### src/rtl/semaforo_pkg.sv
// Shared types and lamp encodings for the intersection phase sequencer.
// Lamp bus: light i (0=N, 1=S, 2=E, 3=W) owns bits 3i+2 red, 3i+1 amber, 3i green.
package semaforo_pkg;

  typedef enum logic [2:0] {
    ALLRED_START = 3'd0,
    NS_GREEN     = 3'd1,
    NS_AMBER     = 3'd2,
    ALLRED_1     = 3'd3,
    EW_GREEN     = 3'd4,
    EW_AMBER     = 3'd5,
    ALLRED_2     = 3'd6,
    FLASH        = 3'd7
  } fase_t;

  localparam int N_G = 0;
  localparam int N_A = 1;
  localparam int N_R = 2;
  localparam int S_G = 3;
  localparam int S_A = 4;
  localparam int S_R = 5;
  localparam int E_G = 6;
  localparam int E_A = 7;
  localparam int E_R = 8;
  localparam int W_G = 9;
  localparam int W_A = 10;
  localparam int W_R = 11;

  localparam logic [11:0] ALL_RED  = 12'((1 << N_R) | (1 << S_R) | (1 << E_R) | (1 << W_R)); // 0x924
  localparam logic [11:0] NS_G     = 12'((1 << N_G) | (1 << S_G) | (1 << E_R) | (1 << W_R)); // 0x909
  localparam logic [11:0] NS_A     = 12'((1 << N_A) | (1 << S_A) | (1 << E_R) | (1 << W_R)); // 0x912
  localparam logic [11:0] EW_G     = 12'((1 << N_R) | (1 << S_R) | (1 << E_G) | (1 << W_G)); // 0x264
  localparam logic [11:0] EW_A     = 12'((1 << N_R) | (1 << S_R) | (1 << E_A) | (1 << W_A)); // 0x4A4
  localparam logic [11:0] FLASH_ON = 12'((1 << N_A) | (1 << S_A) | (1 << E_A) | (1 << W_A)); // 0x492

endpackage

### src/rtl/semaforo_ctrl_tick_gen.sv
// Half-second prescaler: one-clock tick every HALF_SEC_CYCLES clocks,
// realigned to zero whenever restart is asserted.
module tick_gen #(
  parameter int unsigned HALF_SEC_CYCLES = 13_500_000
) (
  input  logic clk,
  input  logic rst,
  input  logic restart,
  output logic tick
);

  localparam int unsigned PW = (HALF_SEC_CYCLES > 1) ? $clog2(HALF_SEC_CYCLES) : 1;
  localparam logic [PW-1:0] LAST = PW'(HALF_SEC_CYCLES - 1);

  logic [PW-1:0] presc_q, presc_d;

  always_comb begin
    presc_d = presc_q + PW'(1);
    if (restart || (presc_q == LAST)) presc_d = '0;
  end

  always_ff @(posedge clk or negedge rst) begin
    if (!rst) presc_q <= '0;
    else      presc_q <= presc_d;
  end

  assign tick = (presc_q == LAST);

endmodule

### src/rtl/semaforo_ctrl.sv
// Four-approach traffic-light phase sequencer with ESP32 green-time select
// and flashing-amber override.
module semaforo_ctrl
  import semaforo_pkg::*;
#(
  parameter int unsigned HALF_SEC_CYCLES = 13_500_000,
  parameter int unsigned AMBER_HS        = 6,
  parameter int unsigned ALLRED_HS       = 4,
  parameter int unsigned GREEN_DEFAULT_S = 10
) (
  input  logic        clk,
  input  logic        rst,
  input  logic [4:0]  ciclo_esp32,
  input  logic        dest_esp32,
  output logic [11:0] semaforos,
  output logic [2:0]  fase
);

  logic [4:0]  ciclo_s1_q, ciclo_s2_q;
  logic        dest_s1_q, dest_s2_q;
  fase_t       state_q, state_d;
  logic [7:0]  cnt_q, cnt_d;
  logic        flash_on_q, flash_on_d;
  logic [11:0] semaforos_q, semaforos_d;
  logic        tick, restart, phase_end;

  // Green length in ticks, minus one, from the cycle selector sampled at green entry.
  function automatic logic [7:0] green_load(input logic [4:0] c);
    logic [5:0] g;
    g = (c == 5'd0) ? 6'(GREEN_DEFAULT_S) : {1'b0, c};
    return {1'b0, g, 1'b0} - 8'd1;
  endfunction

  function automatic logic [7:0] load_value(input fase_t s, input logic [4:0] c);
    case (s)
      NS_GREEN, EW_GREEN: return green_load(c);
      NS_AMBER, EW_AMBER: return 8'(AMBER_HS - 1);
      FLASH:              return 8'd0;
      default:            return 8'(ALLRED_HS - 1);
    endcase
  endfunction

  function automatic logic [11:0] lamp(input fase_t s, input logic on);
    case (s)
      NS_GREEN: return NS_G;
      NS_AMBER: return NS_A;
      EW_GREEN: return EW_G;
      EW_AMBER: return EW_A;
      FLASH:    return on ? FLASH_ON : 12'h000;
      default:  return ALL_RED;
    endcase
  endfunction

  always_ff @(posedge clk or negedge rst) begin
    if (!rst) begin
      ciclo_s1_q <= '0;
      ciclo_s2_q <= '0;
      dest_s1_q  <= 1'b0;
      dest_s2_q  <= 1'b0;
    end else begin
      ciclo_s1_q <= ciclo_esp32;
      ciclo_s2_q <= ciclo_s1_q;
      dest_s1_q  <= dest_esp32;
      dest_s2_q  <= dest_s1_q;
    end
  end

  tick_gen #(
    .HALF_SEC_CYCLES(HALF_SEC_CYCLES)
  ) u_tick_gen (
    .clk    (clk),
    .rst    (rst),
    .restart(restart),
    .tick   (tick)
  );

  // A flash request cuts a green short but lets amber and all-red run to completion.
  always_comb begin
    state_d   = state_q;
    phase_end = tick && (cnt_q == 8'd0);
    case (state_q)
      ALLRED_START: if (phase_end) state_d = dest_s2_q ? FLASH : NS_GREEN;
      NS_GREEN:     if (dest_s2_q || phase_end) state_d = NS_AMBER;
      NS_AMBER:     if (phase_end) state_d = ALLRED_1;
      ALLRED_1:     if (phase_end) state_d = dest_s2_q ? FLASH : EW_GREEN;
      EW_GREEN:     if (dest_s2_q || phase_end) state_d = EW_AMBER;
      EW_AMBER:     if (phase_end) state_d = ALLRED_2;
      ALLRED_2:     if (phase_end) state_d = dest_s2_q ? FLASH : NS_GREEN;
      FLASH:        if (!dest_s2_q) state_d = ALLRED_START;
      default:      state_d = ALLRED_START;
    endcase

    restart = (state_d != state_q);

    cnt_d = cnt_q;
    if (restart)                      cnt_d = load_value(state_d, ciclo_s2_q);
    else if (tick && cnt_q != 8'd0)   cnt_d = cnt_q - 8'd1;

    flash_on_d = flash_on_q;
    if (restart)                      flash_on_d = 1'b1;
    else if (tick && state_q == FLASH) flash_on_d = ~flash_on_q;

    semaforos_d = lamp(state_d, flash_on_d);
  end

  always_ff @(posedge clk or negedge rst) begin
    if (!rst) begin
      state_q     <= ALLRED_START;
      cnt_q       <= 8'(ALLRED_HS - 1);
      flash_on_q  <= 1'b0;
      semaforos_q <= ALL_RED;
    end else begin
      state_q     <= state_d;
      cnt_q       <= cnt_d;
      flash_on_q  <= flash_on_d;
      semaforos_q <= semaforos_d;
    end
  end

  assign semaforos = semaforos_q;
  assign fase      = state_q;

endmodule

### config.mk
export PLATFORM = sky130hd
export DESIGN_NAME = semaforo_ctrl
export DESIGN_NICKNAME = d
export VERILOG_FILES = /design/src/rtl/semaforo_pkg.sv /design/src/rtl/semaforo_ctrl_tick_gen.sv /design/src/rtl/semaforo_ctrl.sv
export SDC_FILE = /design/constraint.sdc
export NUM_CORES = 1
export LEC_CHECK = 0
export CAP_MARGIN = 15
export CORE_MARGIN = 1
export CORE_UTILIZATION = 60
export DETAILED_ROUTE_END_ITERATION = 6
export GPL_TIMING_DRIVEN = 1
export MAX_ROUTING_LAYER = met4
export PLACE_DENSITY = 0.89
export SLEW_MARGIN = 10
export SYNTH_ARGS = -nofsm -noshare
export SYNTH_HDL_FRONTEND = slang
export SYNTH_SLANG_ARGS = --single-unit
### constraint.sdc
create_clock -name clk -period 3.45 [get_ports clk]
set_input_delay 0.69 -clock clk [delete_from_list [all_inputs] [get_ports clk]]
set_output_delay 0.69 -clock clk [all_outputs]
set_load 0.005 [all_outputs]
==> results of run 1 <==
==> power by group <==
part	switching, mW	internal (mW)	total [mW]	leakage, nW
clock network	0.213	0.166	0.379	0.0478
registers	0.00678	0.640	0.647	0.698
logic	0.0190	0.0120	0.0310	0.651
==> state kept, by name (all words and copies together) (netlist names) <==
register	count
u_tick_gen.presc_q	24
cnt_q	8
semaforos	6
ciclo_s1_q	5
ciclo_s2_q	5
fase	3
dest_s1_q	1
dest_s2_q	1
flash_on_q	1
==> final timing paths <==
check,from,end,slack [ns],cells after the start
max,cnt_q[2]$_DFFE_PN0P_,cnt_q[2]$_DFFE_PN0P_,0.91,6
min,dest_s1_q$_DFF_PN0_,dest_s2_q$_DFF_PN0_,0.34,0
max reg2reg,cnt_q[2]$_DFFE_PN0P_,cnt_q[2]$_DFFE_PN0P_,0.91,6
min reg2reg,dest_s1_q$_DFF_PN0_,dest_s2_q$_DFF_PN0_,0.34,0
max in group asynchronous,rst,cnt_q[0]$_DFFE_PN1P_,2.29,2
min in group asynchronous,rst,ciclo_s2_q[2]$_DFF_PN0_,0.35,1
==> cells by family (layout without fill, tap and decap cells) <==
logic type | after synthesis | after routing | share of synthesized area, %
xor gates and xnor gates | 29 | 29 | 8.68
muxes | 1 | 1 | 0.342
DFF | 54 | 54 | 46.4
AOI/OAI and AO/OA | 53 | 53 | 12.4
adders and majority gates | 4 | 4 | 1.71
and+or+nand+nor | 138 | 138 | 24.9
buffers and inverters | 34 | 42 | 5.56
==> placed cells by master, fill, tap and decap left out, types with 4 or more instances in the layout <==
master / netlist / layout
clkdlybuf4s50_1: 0 / 21
nand3_1: 15 / 15
o211ai_1: 4 / 4
clkbuf_8: 0 / 6
nor3_1: 10 / 10
or3_1: 4 / 4
nand2_1: 23 / 23
nor4_1: 5 / 5
inv_1: 10 / 10
a21oi_1: 16 / 16
dfstp_2: 4 / 4
nand4_1: 10 / 10
o21ai_0: 6 / 6
and3_1: 4 / 4
xor2_1: 23 / 23
ha_1: 4 / 4
dfrtp_1: 50 / 50
xnor2_1: 6 / 6
nor2_1: 43 / 43
==> routing by layer <==
| metal | vias up | track usage, % | wire (µm) | share of wire, % |
|---|---|---|---|---|
| met5 | - | - | 0 | 0 |
| met4 | 0 | 10.9 | 116 | 2.1 |
| met3 | 14 | 5.20 | 248 | 4.5 |
| met2 | 85 | 35.2 | 2640 | 47 |
| met1 | 1105 | 30.8 | 2560 | 46 |
| li1 | 1115 | - | - | - |
==> final cells by class <==
type | count | area, µm² | area share (%)
multi-input combinational | 225 | 1410 | 44.0
clock inverter | 2 | 16.3 | 0.509
clock buffer | 6 | 82.6 | 2.58
tap | 54 | 67.6 | 2.11
sequential | 54 | 1360 | 42.4
timing repair buffer | 24 | 230 | 7.20
inverter | 10 | 37.5 | 1.17
==> stage by stage <==
step           util [%]  power (mW)  worst slack (ns)  hold slack, ns  std cells
2_1_floorplan         -       0.667              1.33           0.331        313
3_3_place_gp       66.0       0.690              1.10           0.334        367
3_5_place_dp       66.0       0.691             0.961           0.335        367
4_1_cts            68.1        1.07             0.931           0.344        375
5_1_grt            68.1        1.09             0.757           0.362        375
6_report           68.1        1.06             0.912           0.341        375
==> worst max-delay path: cells and delay by family, from the launching register on <==
family / cells / cell delay [ns]
compound gates: 3 / 0.64
flops: 1 / 0.49
simple gates: 3 / 1.33
==> run_results.csv, run 1 <==
group,metric,value,unit
critical_path,cp.arrival,2.78,ns
yosys,yosysMostFrequentCell,"dfrtp_1",
timing,tightest_slew,0.795,ns
pwr,powerDensity,330,nW/µm²
placement,routabilityCongestion,0.906,
yosys,synth_warnings,0,
detailed_routing,wl_per_cell,14.8,µm
detailed_routing,drtPass1Iterations,5,
timing,timing.fmax,394,MHz
yosys,synthArstFlopShare,100,%
clock_tree,post_cts_buffers,0,
status,status,"finished, final reports clean",
floorplanning,die_y,71.8,µm
timing,drv_slew,0,
clock_tree,htreeDepth,2,
yosys,ys_top_cells_by_count,"50 x dfrtp_1, 43 x nor2_1, 23 x nand2_1, 23 x xor2_1, 16 x a21oi_1",
critical_path,crit_slowest_cell,"nor3_2",
layout,final_nets,332,
detailed_routing,drc_errors,0,
timing,worst_slew_margin_rel,47.0,%
yosys,ys_top_cells_by_area,"dfrtp_1 43%, xor2_1 6.9%, nor2_1 5.5%",
clock_tree,cts_buffer_depth,2,
layout,diodes,0,
placement,dpl_cell_area,3100,µm²
floorplanning,coreArea,4690,µm²
timing,rsz0062_at_grt,"no",
pwr,irDropWorstVdd,0.000231,V
critical_path,cp-start-kind,"register",
timing,fin_crit_sh,73.6,%
global_route,first_global_vias,2035,
detailed_routing,ant_nets,0,
global_route,grt_util_all_layers,23.6,%
detailed_routing,post_drt_via_cell_ratio,6.18,
critical_path,cp_cell_sequence,"nor4_4, nand3_4, nor3_2, o2111ai_1, a21oi_1, a2bb2oi_1",
layout,layout-drive-gt1-share,7.17,%
yosys,synth_top_flop_cell,"dfrtp_1",
timing,setup_viol,0,
critical_path,critPathKind,"reg2reg",
floorplanning,die_area,5160,µm²
layout,n_fill_cell,347,
placement,io_buffers,22,
yosys,syn-cell-area,2930,µm²
timing,setup_tns,0,ns
floorplanning,dieWidth,71.8,µm
detailed_routing,num_vias,2319,
global_route,antenna_found_initial,0,
timing,hold_violations,0,
placement,dpl.hpwl,3750,µm
flow_run,cap_viol_max_count,0,
clock_tree,cts_buffers,5,
yosys,yosysTopAreaCell,"dfrtp_1",
clock_tree,root_buffer,"clkbuf_8",
global_route,grt_pass1_wl,9250,µm
detailed_routing,drt_iter0_drc,317,
yosys,avgSynthCellArea,9.35,µm²
clock_tree,cts-resized-gates,0,
yosys,synth_nets,325,
critical_path,slowest_delay,0.69,ns
clock_tree,cts_hold_buf,0,
floorplanning,start_util,62.3,%
floorplanning,ioPinCount,23,
global_route,grt-ovfl-total,0,
critical_path,end_kind,"register",
clock_tree,cts_tree,"done",
floorplanning,fp-row-count,25,
detailed_routing,routed_wl,5570,µm
global_route,grt_max_degree,30,
layout,fin_area,3200,µm²
timing,clock_skew,0.0140,ns
critical_path,crit_required,3.69,ns
clock_tree,clock_sinks,54,
yosys,synth_cell_types,58,
clock_tree,clk_pin_slew,0.11,ns
hold_path,hp-class,"reg2reg",
timing,min_period,2.54,ns
layout,area_delta_synth_final,9.28,%
critical_path,cp_max_fo,13,
yosys,synth_top_area_share,42.8,%
yosys,synth_edf_count,0,
yosys,synth_cells,313,
yosys,yosysSeqAreaShare,46.4,%
pwr,power_leakage,1.40,nW
yosys,ys_ff_latch,54,
clock_tree,clkLatencyLatePin,0.31,ns
No activity file was read; power rests on OpenSTA's default activity.
==> run 2, diff against run 1 <==
--- a/config.mk
+++ b/config.mk
@@ -7,11 +7,11 @@
 export LEC_CHECK = 0
 export CAP_MARGIN = 15
 export CORE_MARGIN = 1
-export CORE_UTILIZATION = 60
+export CORE_UTILIZATION = 52
 export DETAILED_ROUTE_END_ITERATION = 6
 export GPL_TIMING_DRIVEN = 1
 export MAX_ROUTING_LAYER = met4
-export PLACE_DENSITY = 0.89
+export PLACE_DENSITY = 0.82
 export SLEW_MARGIN = 10
 export SYNTH_ARGS = -nofsm -noshare
 export SYNTH_HDL_FRONTEND = slang
==> constraint.sdc (replaced) <==
create_clock -name clk -period 2.1 [get_ports clk]
set_input_delay 0.42 -clock clk [delete_from_list [all_inputs] [get_ports clk]]
set_output_delay 0.42 -clock clk [all_outputs]
set_load 0.005 [all_outputs]
==> run 2 against run 1 <==
Sequential cell count unchanged. Routed wire length increased by 30%. Register-to-register slack got worse by 0.94 ns. Critical endpoint is now semaforos[4]$_DFF_PN0_. Largest cell class unchanged. The run now ends with negative setup slack left. Sequential share of layout area decreased by 6.2 points.
==> run_results.csv, run 2 (synthesized netlist as in run 1, its figures left out) <==
group,metric,value,unit
detailed_routing,drc_errors,0,
placement,dpl.hpwl,4680,µm
clock_tree,cts_buffers,5,
global_route,grt-ovfl-total,0,
global_route,antenna_found_initial,0,
detailed_routing,ant_nets,0,
layout,largest-register,"u_tick_gen.presc_q",
timing,timing.fmax,471,MHz
layout,fin_area,3750,µm²
global_route,top_usage_layer,"met2",
flow_run,cap_viol_max_count,0,
global_route,grt_use_met2,41.6,%
layout,layout-drive-gt1-share,24.9,%
clock_tree,cts_tree,"done",
timing,tightest_slew,0.438,ns
detailed_routing,routed_wl,7220,µm
detailed_routing,wl_per_cell,16.4,µm
timing,hold_violations,0,
critical_path,end_kind,"register",
timing,worst_slew_margin_rel,70.4,%
global_route,first_global_vias,2393,
global_route,use_met1,32.1,%
global_route,grt_util_all_layers,25.4,%
clock_tree,clock_sinks,54,
timing,rsz0062_at_grt,"yes",
critical_path,cp-start-kind,"register",
status,failed_checks,"negative setup slack",
floorplanning,fp-row-count,26,
pwr,power,1.74,mW
global_route,met3_usage,4.88,%
layout,final_core_util,71.2,%
timing,clock_skew,0.00549,ns
timing,min_period,2.12,ns
critical_path,cp.arrival,2.39,ns
timing,hold_ws,0.0812,ns
detailed_routing,num_vias,2544,
layout,final_common_cell,"dfrtp_1",
clock_tree,cts_hold_buf,0,
timing,drv_slew,0,
floorplanning,coreArea,5270,µm²
pwr,irDropWorstVdd,0.000474,V
critical_path,crit_required,2.36,ns
detailed_routing,post_drt_via_cell_ratio,5.79,
floorplanning,die_y,77.0,µm
clock_tree,clk_pin_slew,0.10,ns
clock_tree,root_buffer,"clkbuf_8",
pwr,power_leakage,1.66,nW
floorplanning,die_area,5930,µm²
clock_tree,htreeDepth,2,
status,status,"complete, but fails checks",
timing,setup_viol,2,
global_route,grt_max_degree,55,
timing,fin_crit_sh,101,%
placement,routabilityCongestion,0.955,
floorplanning,dieWidth,77.0,µm
critical_path,cp_max_fo,7,
placement,dpl_cell_area,3470,µm²
placement,io_buffers,22,
detailed_routing,drtPass1Iterations,5,
layout,area_delta_synth_final,28.2,%
detailed_routing,drt_iter0_drc,293,
clock_tree,cts_buffer_depth,2,
floorplanning,ioPinCount,23,
pwr,powerDensity,464,nW/µm²
timing,fin_ws,-0.0236,ns
hold_path,hp-class,"in2async",
layout,largest_register_ffs,24,
layout,final_cell_mix,"49 x dfrtp_1, 45 x buf_4, 43 x nor2_1",
clock_tree,clkLatencyLatePin,0.32,ns
layout,diodes,0,
layout,final_nets,380,
critical_path,critPathKind,"reg2reg",
floorplanning,start_util,55.5,%
global_route,grt_pass1_wl,11400,µm
## run 2: cell count changes in the layout (fill, tap and decap cells not counted), moves of 3 or more
cell,previous run,this run
buf_4,2,45
nor4_1,5,0
nor4_2,0,4
buf_12,0,3
## run 2: metal layers
metal	vias to the layer above	part of all wire (%)	routed length (µm)
li1	1216	-	-
met1	1209	42	3040
met2	102	50	3610
met3	17	5.7	412
met4	0	2.1	155
met5	-	0	0
## run 2: cell type report
cell class / count / area (µm²)
Timing Repair Buffer: 72 / 636
Multi-Input combinational cell: 225 / 1540
Fill cell: 390 / 1520
Sequential cell: 54 / 1360
Clock inverter: 3 / 26.3
Tap cell: 70 / 87.6
Clock buffer: 5 / 68.8
Inverter: 10 / 37.5
## run 2: path summary, 6_finish.rpt
| path | start | endpoint | slack (ns) | cells after the start |
|---|---|---|---|---|
| max | u_tick_gen.presc_q[17]$_DFF_PN0_ | semaforos[4]$_DFF_PN0_ | -0.02 | 7 |
| min | rst | semaforos[3]$_DFF_PN0_ | 0.08 | 2 |
| max reg2reg | u_tick_gen.presc_q[17]$_DFF_PN0_ | semaforos[4]$_DFF_PN0_ | -0.02 | 7 |
| min reg2reg | ciclo_s1_q[2]$_DFF_PN0_ | ciclo_s2_q[2]$_DFF_PN0_ | 0.36 | 0 |
| max in group asynchronous | rst | cnt_q[1]$_DFFE_PN1P_ | 1.73 | 2 |
| min in group clk | ciclo_s1_q[2]$_DFF_PN0_ | ciclo_s2_q[2]$_DFF_PN0_ | 0.36 | 0 |
## run 2: repair_timing
item	in CTS	in global routing
endpoints found under the setup margin	20	18
setup buffers	5	2
resized for setup	2	25
pin swaps	3	13
## run 2: critical path, cell delays in order (launching register included)
cell,delay [ns]
dfrtp_1,0.43
nor4b_4,0.34
nand4_1,0.16
buf_6,0.17
or3_4,0.39
a211oi_1,0.29
a31o_2,0.15
a221o_1,0.13
## run 2: power by group
part	internal [mW]	switching [mW]
Clock	0.246	0.370
Sequential	1.05	0.0110
Combinational	0.0243	0.0358
Total	1.32	0.417
## run 2: stage by stage
stage          cells  setup TNS (ns)  setup WS (ns)
2_1_floorplan    313               0         0.0169
3_5_place_dp     424          -0.523         -0.101
3_3_place_gp     424               0         0.0195
4_1_cts          437        -0.00764       -0.00764
5_1_grt          439          -0.702        -0.0917
6_report         439         -0.0343        -0.0236
==> edit: new RTL, settings of run 2 <==
`HALF_SEC_CYCLES` is set to 13_500_000 in 2 places; all go to 6_750_000.
--- a/src/rtl/semaforo_ctrl_tick_gen.sv
+++ b/src/rtl/semaforo_ctrl_tick_gen.sv
@@ -3,3 +3,3 @@
 module tick_gen #(
-  parameter int unsigned HALF_SEC_CYCLES = 13_500_000
+  parameter int unsigned HALF_SEC_CYCLES = 6_750_000
 ) (
--- a/src/rtl/semaforo_ctrl.sv
+++ b/src/rtl/semaforo_ctrl.sv
@@ -5,3 +5,3 @@
 #(
-  parameter int unsigned HALF_SEC_CYCLES = 13_500_000,
+  parameter int unsigned HALF_SEC_CYCLES = 6_750_000,
   parameter int unsigned AMBER_HS        = 6,
Function: same outputs for any inputs over 10 cycles, from zero or initial values and one cycle with rst low; that may be too few to reach the edited logic, so the function may still have changed.
==> edit against run 2 <==
The flow still finishes with violations (negative setup slack). Maximum frequency fell by 1.8%. Sequential cell count down 1. Cell area is 4.4% higher. Setup slack worse by 0.040 ns. Via count rose by 4.6%. Total power rose by 2.7%. Area after synthesis is 1.3% lower. Clock skew increased by 0.0033 ns. Sequential share of layout area down 2.2 points. Wire length rose by 1.1%. Utilization increased by 3.6 points. Critical path type unchanged. Critical endpoint is now cnt_q[1].
==> edit: results (changes against run 2) <==
Timing
  • Rel. slew slack: 0.667 (-0.0373)
  • Final Worst Setup Slack: -0.0634 ns (-0.0398 ns)
  • Final setup viols: 4 (+2)
  • Final clock skew: 0.00878 ns (+0.00329 ns)

Final layout
  • Largest register FFs: 23 (-4.2%)
  • Share of layout cells above drive strength 1: 0.301 (+0.0514)

Status
  • Status: complete, but fails checks
  • Failing checks: negative setup slack

Global route
  • Largest net degree at the start of global routing: 34 (-38%)
  • Vias in the first global route: 2443 (+2.1%)
  • First-pass GRT wire length: 11100 um (-2.7%)

Route
  • Initial DRC count: 385 (+31%)
  • Via/cell ratio: 5.80 (about the same)
  • DR WL/cell: 15.9 um (-3.3%)

Placement
  • Routability cong.: 0.958 (+0.29%)
  • Setup WS pre-CTS: -0.175 ns (-0.0733 ns)
  • DPL Wire Length: 4700 um (+0.48%)
  • Post-Place Cells: 438 (+3.3%)
  • Dpl cell area: 0.00353 sq mm (+2.0%)

Logic synthesis
  • Top post-synthesis cells by area: dfrtp_1 42%, nor2_1 6.6%, xor2_1 4.6%
  • Register area share after synthesis: 0.461 (-0.00244)

Power
  • Sw Ratio: 0.205 (-0.0346)
  • Static Leakage: 1.74 nW (+5.2%)

Clock network
  • Clk_lat worst skew: 0.29 ns (-0.03 ns)

Critical path
  • Worst R2R Path Depth: 6 (-1)
  • Crit Path Max Fanout: 5 (-2)

Run
  • Total of max-cap violations: 0 (unchanged)
edit: routing by layer:
metal	up-vias	part of all wire	track usage
met5	-	0	-
met4	0	0.017	0.0808
met3	14	0.064	0.0275
met2	135	0.48	0.394
met1	1263	0.43	0.319
li1	1250	-	-
edit: timing repair:
| action | 4_1_cts | 5_1_grt |
|---|---|---|
| buffers inserted | 2 | 10 |
| gates cloned | 0 | 1 |
| pin swaps | 7 | 12 |
| resized for setup | 11 | 22 |
| setup endpoints to repair | 36 | 34 |
edit: logic make-up (layout without fill, tap and decap cells):
logic type / Yosys count / count (layout) / synth area share
buf+inv: 29 / 107 / 0.0459
mux: 1 / 1 / 0.00347
simple gates: 138 / 138 / 0.243
xor+xnor: 29 / 29 / 0.0880
compound gates: 54 / 54 / 0.131
flops: 53 / 53 / 0.461
fa+ha+maj: 7 / 7 / 0.0277
edit: worst max-delay path: stages, from the launching register on:
cell	delay, ns
dfrtp_1	0.41
or4b_4	0.56
nor4_4	0.31
nand3_2	0.19
a21boi_4	0.23
a21oi_1	0.08
o32a_1	0.30
edit: final timing paths:
kind                                            start                      to  slack [ns]
worst max-delay path            u_tick_gen.presc_q[6]                cnt_q[1]       -0.06
worst min-delay path                              rst                cnt_q[2]        0.08
worst max register to register  u_tick_gen.presc_q[6]                cnt_q[1]       -0.06
worst min register to register              dest_s1_q               dest_s2_q        0.35
max in group asynchronous                         rst  u_tick_gen.presc_q[17]        1.49
min in group clk                            dest_s1_q               dest_s2_q        0.35
edit: layout make-up:
type | instances | area, sq um
Multi-Input combinational cell | 229 | 1580
Sequential cell | 53 | 1330
Fill cell | 327 | 1320
Timing Repair Buffer | 89 | 764
Tap cell | 70 | 87.6
Clock buffer | 6 | 72.6
Clock inverter | 2 | 38.8
Inverter | 10 | 37.5
